File: src/rtl/control_sequencer.sv
// SAP1 control unit front half: instruction register, microstep counter, ALU flags, run/halt state.
// Optional macro CONTROL_SEQUENCER_SINGLE_STEP_EN gates advancement on i_step_pulse when i_manual=1.
module control_sequencer #(
    parameter  int BUS_WIDTH         = 8,
    parameter  int INSTRUCTION_WIDTH = 4,
    parameter  int INSTRUCTION_STEPS = 8,
    parameter  int COUNT_WIDTH       = 16,
    localparam int STEP_WIDTH        = $clog2(INSTRUCTION_STEPS)
) (
    input  logic                         i_clk,
    input  logic                         i_reset,
    input  logic [BUS_WIDTH-1:0]         i_bus,
    input  logic                         i_instrregi,
    input  logic                         i_instrrego,
    input  logic                         i_adv,
    input  logic                         i_halt,
    input  logic                         i_alulatchf,
    input  logic                         i_alu_zero,
    input  logic                         i_alu_carry,
    input  logic                         i_alu_odd,
    input  logic                         i_manual,
    input  logic                         i_step_pulse,
    output logic [INSTRUCTION_WIDTH-1:0] o_instruction,
    output logic [STEP_WIDTH-1:0]        o_step,
    output logic                         o_zero,
    output logic                         o_carry,
    output logic                         o_odd,
    output logic [BUS_WIDTH-1:0]         o_operand,
    output logic                         o_operand_oe,
    output logic                         o_running,
    output logic [COUNT_WIDTH-1:0]       o_retired
);

    localparam int OPERAND_WIDTH = BUS_WIDTH - INSTRUCTION_WIDTH;
    localparam logic [STEP_WIDTH-1:0] LAST_STEP = STEP_WIDTH'(INSTRUCTION_STEPS - 1);

    typedef enum logic {
        RUN    = 1'b0,
        HALTED = 1'b1
    } state_t;

    state_t                   state, state_next;
    logic                     advance;
    logic [BUS_WIDTH-1:0]     ir;
    logic [STEP_WIDTH-1:0]    step, step_next;
    logic [COUNT_WIDTH-1:0]   retired, retired_next;
    logic                     zero, carry, odd;

`ifdef CONTROL_SEQUENCER_SINGLE_STEP_EN
    assign advance = (state == RUN) && (!i_manual || i_step_pulse);
`else
    // Single-step inputs are kept on the port list but have no effect in this build.
    logic unused_single_step;
    assign unused_single_step = i_manual ^ i_step_pulse;
    assign advance = (state == RUN);
`endif

    always_comb begin
        // NOTE: every output of this block gets a default first, so no path can infer a latch.
        state_next   = state;
        step_next    = step;
        retired_next = retired;
        if (advance) begin
            if (i_halt) begin
                state_next = HALTED;
            end else if (i_adv) begin
                step_next    = '0;
                retired_next = retired + COUNT_WIDTH'(1);
            end else if (step == LAST_STEP) begin
                step_next = '0;
            end else begin
                step_next = step + STEP_WIDTH'(1);
            end
        end
    end

    always_ff @(posedge i_clk) begin
        // NOTE: sequential state uses non-blocking assignments so all registers sample pre-edge values.
        if (i_reset) begin
            state   <= RUN;
            step    <= '0;
            retired <= '0;
            ir      <= '0;
            zero    <= 1'b0;
            carry   <= 1'b0;
            odd     <= 1'b0;
        end else begin
            state   <= state_next;
            step    <= step_next;
            retired <= retired_next;
            // Loads in the halting cycle still land; HALTED itself blocks them via advance.
            if (advance && i_instrregi) begin
                ir <= i_bus;
            end
            if (advance && i_alulatchf) begin
                {zero, carry, odd} <= {i_alu_zero, i_alu_carry, i_alu_odd};
            end
        end
    end

    assign o_instruction = ir[BUS_WIDTH-1 -: INSTRUCTION_WIDTH];
    assign o_operand     = BUS_WIDTH'(ir[OPERAND_WIDTH-1:0]);
    assign o_step        = step;
    assign o_zero        = zero;
    assign o_carry       = carry;
    assign o_odd         = odd;
    assign o_running     = (state == RUN);
    assign o_operand_oe  = i_instrrego && (state == RUN);
    assign o_retired     = retired;

endmodule

File: config.mk
export PLATFORM = sky130hd
export DESIGN_NAME = control_sequencer
export DESIGN_NICKNAME = d
export VERILOG_FILES = /design/src/rtl/control_sequencer.sv
export SDC_FILE = /design/constraint.sdc
export NUM_CORES = 1
export LEC_CHECK = 0
export CORE_MARGIN = 5
export CORE_UTILIZATION = 42
export CTS_CLUSTER_DIAMETER = 200
export DETAILED_ROUTE_END_ITERATION = 6
export PLACE_DENSITY = 0.84
export SKIP_CTS_REPAIR_TIMING = 1
export SLEW_MARGIN = 10
export SYNTH_ARGS = -nofsm -noshare
export SYNTH_HDL_FRONTEND = slang
export SYNTH_SLANG_ARGS = --single-unit
File: constraint.sdc
create_clock -name i_clk -period 2.1 [get_ports i_clk]
set_input_delay 0.525 -clock i_clk [delete_from_list [all_inputs] [get_ports i_clk]]
set_output_delay 0.525 -clock i_clk [all_outputs]
set_load 0.01 [all_outputs]
# After elaboration in Yosys (flattened, before gate mapping)
# Index checks and enable logic that the tools add are counted.
# op_classes
eq_ne	1
n_bitwise	2
div_mod_pow	0
n_mux	4
n_reduce_logical	5
shifts	0
n_mul	0
order_cmp	0
addsub	2
# ops
op	count
adder 16 x 1 -> 16 bit (second input constant)	1
2-to-1 mux 3 bit	2
adder 3 x 1 -> 3 bit (second input constant)	1
== test 3 bit (second input constant)	1
logical AND 1 bit	3
AND reduction 3 bit	1
2-to-1 mux 1 bit	2
NOT 1 bit	2
AND reduction 2 bit	1
# word_totals
romBits	0
out_inout_bits	36
ramBits	0
regBits	31
memories	0
word_cells	21
latchBits	0
inputBits	20

# Logic depth before layout (Yosys ltp)
# depth
depth_word	3
ltp_mapped	5
ltp_nobuf	5

# Worst setup path before layout
# No wires, ideal clock.
# synth_timing
path_kind	input-to-reg
startpoint	input port i_halt
endpoint	register retired[13] (netlist: o_retired[13])
required_time_ps	1979
t_arrival_ps	1628
stages	4
setup_ps	121
path_buffers	0
setup_slack_ps	350
path_cell_list	or3b_4 > nor4_4 > nand3_1 > mux2_4
# synth_via
elab_chain_cells	2
# synth_lines
element	line_no	rtl
start, declared	16	input logic i_halt,
NOT 1 bit (no source line)	-	
AND reduction 3 bit (no source line)	-	
end signal, assigned	90	retired <= retired_next;
end, declared	46	logic [COUNT_WIDTH-1:0] retired, retired_next;
# Every way passes these cells.
# A chain may end at the register's enable or synchronous reset.

# Worst setup path after layout
# layout_timing
startpoint	input port i_adv
endpoint	register retired[13] (netlist: o_retired[13])
# layout_via
elab_chain_cells	1
# layout_lines
element	line_no	rtl
start, declared	15	input logic i_adv,
AND reduction 3 bit (no source line)	-	
# Every way passes these cells.

==> impl_metrics.sql <==
INSERT INTO impl_metrics (metric_group, metric, value, unit) VALUES
('run_status', 'status', 'finished clean', ''),
('layout', 'register_area', '621', 'um^2'),
('layout', 'nets', '226', ''),
('floorplanning', 'io-pin-count', '56', ''),
('logic_synthesis', 'synth.largest_area_cell', 'dfxtp_1', ''),
('power', 'power.density', '575', 'nW/um^2'),
('floorplanning', 'row_count', '20', ''),
('sta', 'clock-skew-final', '9.01', 'ps'),
('floorplanning', 'die_area', '4550', 'um^2'),
('power', 'design_power_total', '1.17', 'mW'),
('sta', 'min_period', '1950', 'ps'),
('clocking', 'cts_inserted_buffers', '5', ''),
('global_routing', 'global_route_wire_length_before_repair', '5200', 'um'),
('logic_synthesis', 'yosys_register_bits', '31', ''),
('setup_path', 'path_buf_inv', '1', ''),
('power', 'p_leak', '0.785', 'nW'),
('logic_synthesis', 'yosys-top-cells-area', 'dfxtp_1 (45%), mux2i_1 (8.7%), nor2_1 (7.3%), xnor2_1 (4.4%), nand3_1 (2.9%)', ''),
('setup_path', 'max_stage_delay', '480', 'ps'),
('logic_synthesis', 'synth_edf_count', '0', ''),
('layout', 'layout.cell_area.non_filler', '2030', 'um^2'),
('routing', 'drt_first_pass_iters', '4', ''),
('sta', 'hold_slack', '483', 'ps'),
('logic_synthesis', 'syn_avg_cell_area', '9.57', 'um^2'),
('logic_synthesis', 'synth_flop_type', 'dfxtp_1', ''),
('flow_run', 'cap_viol_max_count', '0', ''),
('global_routing', 'grt_pass1_vias', '1189', ''),
('placement', 'port_buffers', '49', ''),
('clocking', 'htreeDepth', '2', ''),
('global_routing', 'overflow', '0', ''),
('clocking', 'clk_root_buffer_cell', 'clkbuf_4', ''),
('setup_path', 'timing.setup.critical_path_class', 'input port to flip-flop', ''),
('clocking', 'worst_setup_hold_path_clk_slew', '90', 'ps'),
('logic_synthesis', 'synthDominantCellAreaShare', '0.447', ''),
('placement', 'dp_worst_setup_slack', '-219', 'ps'),
('setup_path', 'cp-end-kind', 'flip-flop', ''),
('floorplanning', 'die_w', '67.5', 'um'),
('worst_hold_path', 'path_category_of_the_worst_min_delay_check', 'flip-flop to flip-flop', ''),
('routing', 'detailedRoute.firstIterationViolations', '23', ''),
('global_routing', 'initial_antenna_violation_count', '0', ''),
('setup_path', 'start_kind', 'input port', ''),
('logic_synthesis', 'synthesis.area', '1390', 'um^2'),
('placement', 'place.detailed.hpwl', '2550', 'um'),
('routing', 'drt-total-wl', '3220', 'um'),
('global_routing', 'pin_count_of_the_biggest_net_entering_global_routing', '19', ''),
('layout', 'antennaDiodeCount', '0', ''),
('logic_synthesis', 'synth_cell_types', '34', ''),
('routing', 'vias', '1217', ''),
('setup_path', 'crit_required', '2320', 'ps'),
('sta', 'layout_setup_ws', '145', 'ps'),
('layout', 'multi_input_area', '722', 'um^2'),
('clocking', 'clk_latency', '330', 'ps'),
('routing', 'vias_per_cell', '4.91', ''),
('sta', 'tns', '0', 'ps'),
('layout', 'layout-drive-gt1-share', '0.118', ''),
('clocking', 'cts.sink_count', '31', ''),
('setup_path', 'worst-endpoint-arrival', '2170', 'ps'),
('setup_path', 'path_cells', 'clkdlybuf4s50_1 -> or3b_4 -> nor4_4 -> nand3_1 -> mux2_4', ''),
('floorplanning', 'placeableCoreArea', '3100', 'um^2'),
('routing', 'detail_route_antenna_nets', '0', ''),
('routing', 'detail_route.drc_violations', '0', ''),
('setup_path', 'crit_fanout', '2', ''),
('placement', 'globalplace.congestion', '0.794', ''),
('sta', 'maxClockFrequency', '512', 'MHz'),
('logic_synthesis', 'synth_warnings', '0', ''),
('logic_synthesis', 'synthesis.instances', '145', ''),
('sta', 'fin_crit_sh', '0.931', ''),
('power', 'vdd_drop_max', '429', 'uV'),
('clocking', 'cts_tree', 'built', ''),
('global_routing', 'globalRouteTotalUtil', '0.151', ''),
('logic_synthesis', 'ys_async_sr_fraction', '0', ''),
('sta', 'report.final.slew_viol_count', '0', ''),
('setup_path', 'critPathTopFamily', 'simple AND/OR/NAND/NOR gates', ''),
('placement', 'dpl-instance-area', '1960', 'um^2'),
('floorplanning', 'initial_core_util', '0.447', ''),
('layout', 'final.fill_count', '276', ''),
('floorplanning', 'die_height', '67.5', 'um'),
('sta', 'timing.final.hold_violations', '0', ''),
('setup_path', 'crit_slowest_cell', 'clkdlybuf4s50_1', ''),
('clocking', 'clockBufferDepth', '2', ''),
('logic_synthesis', 'synth.yosys.seq_area_share', '0.447', ''),
('layout', 'synthToLayoutAreaGrowth', '46.3', '%'),
('sta', 'setup_viol_count_final', '0', ''),
('sta', 'grt_setup_unrepaired', 'false', ''),
('routing', 'detail_route.wl_per_cell', '13.0', 'um');
==> per-stage QoR <==
step | util | instances
finish | 0.654 | 248
global route | 0.654 | 248
CTS | 0.654 | 248
detailed placement | 0.630 | 240
global placement | 0.630 | 240
floorplan | - | 148
==> area by class of cell <==
| type | instances | area share |
|---|---|---|
| Inverter | 2 | 0.00370 |
| Tap cell | 44 | 0.0271 |
| Multi-Input combinational cell | 106 | 0.356 |
| Clock buffer | 7 | 0.0320 |
| Clock inverter | 1 | 0.00370 |
| Sequential cell | 31 | 0.306 |
| Timing Repair Buffer | 57 | 0.272 |
==> worst reg2reg max path, cell delays in order, from the launching register on <==
cell and delay, ps:
dfxtp_1 420, or3b_4 450, nor4_4 320, nand3_1 140, mux2_4 310
==> logic make-up (layout without fill, tap and decap cells) <==
kind of cell,after synthesis,in the layout,share of synthesized area
other cells,1,4,0.00270
fa+ha+maj,3,3,0.0271
simple gates,66,66,0.276
compound gates,9,9,0.0397
flops,31,31,0.447
mux,13,13,0.0974
buf+inv,11,67,0.0406
xor+xnor,11,11,0.0694
==> registers in the layout, summed over array words and instances, names as in the netlist <==
signal	count
ir	8
o_carry	1
o_odd	1
o_retired	16
o_step	3
o_zero	1
state	1
==> report_power, final <==
group / internal [mW] / switching [mW]
logic: 0.0906 / 0.0601
registers: 0.605 / 0.0139
clock network: 0.196 / 0.203
total: 0.891 / 0.277
==> metal layers <==
layer | vias up | track usage | routed length [um]
li1 | 608 | - | -
met1 | 557 | 0.172 | 1330
met2 | 46 | 0.247 | 1560
met3 | 6 | 0.0516 | 275
met4 | 0 | 0.0785 | 57
met5 | - | 0 | 0
==> final timing paths <==
path / slack, ps / startpoint / to / cells after the start
worst min register to register: 480 / o_retired[15] / o_retired[15] / 2
worst min-delay path: 480 / o_retired[15] / o_retired[15] / 2
worst max-delay path: 150 / i_adv / o_retired[13] / 5
worst max register to register: 360 / state / o_retired[13] / 4
==> placed cells by master, fill, tap and decap left out, types with 3 or more instances in the layout <==
cell / n
clkbuf_4: 5
nand3_1: 8
a21oi_1: 5
clkdlybuf4s50_1: 48
nand2_1: 5
mux2i_1: 12
buf_4: 8
nor2b_1: 4
or4_1: 3
ha_1: 3
xor2_1: 4
xnor2_1: 7
conb_1: 4
nor2_1: 27
dfxtp_1: 31
o31ai_1: 3
==> synthesized netlist by cell type, types with 4 or more instances <==
| master | n |
|---|---|
| a21oi_1 | 5 |
| buf_4 | 4 |
| clkbuf_1 | 5 |
| dfxtp_1 | 31 |
| mux2i_1 | 12 |
| nand2_1 | 5 |
| nand3_1 | 8 |
| nor2_1 | 27 |
| nor2b_1 | 4 |
| xnor2_1 | 7 |
| xor2_1 | 4 |
No activity file was read; power rests on OpenSTA's default activity.
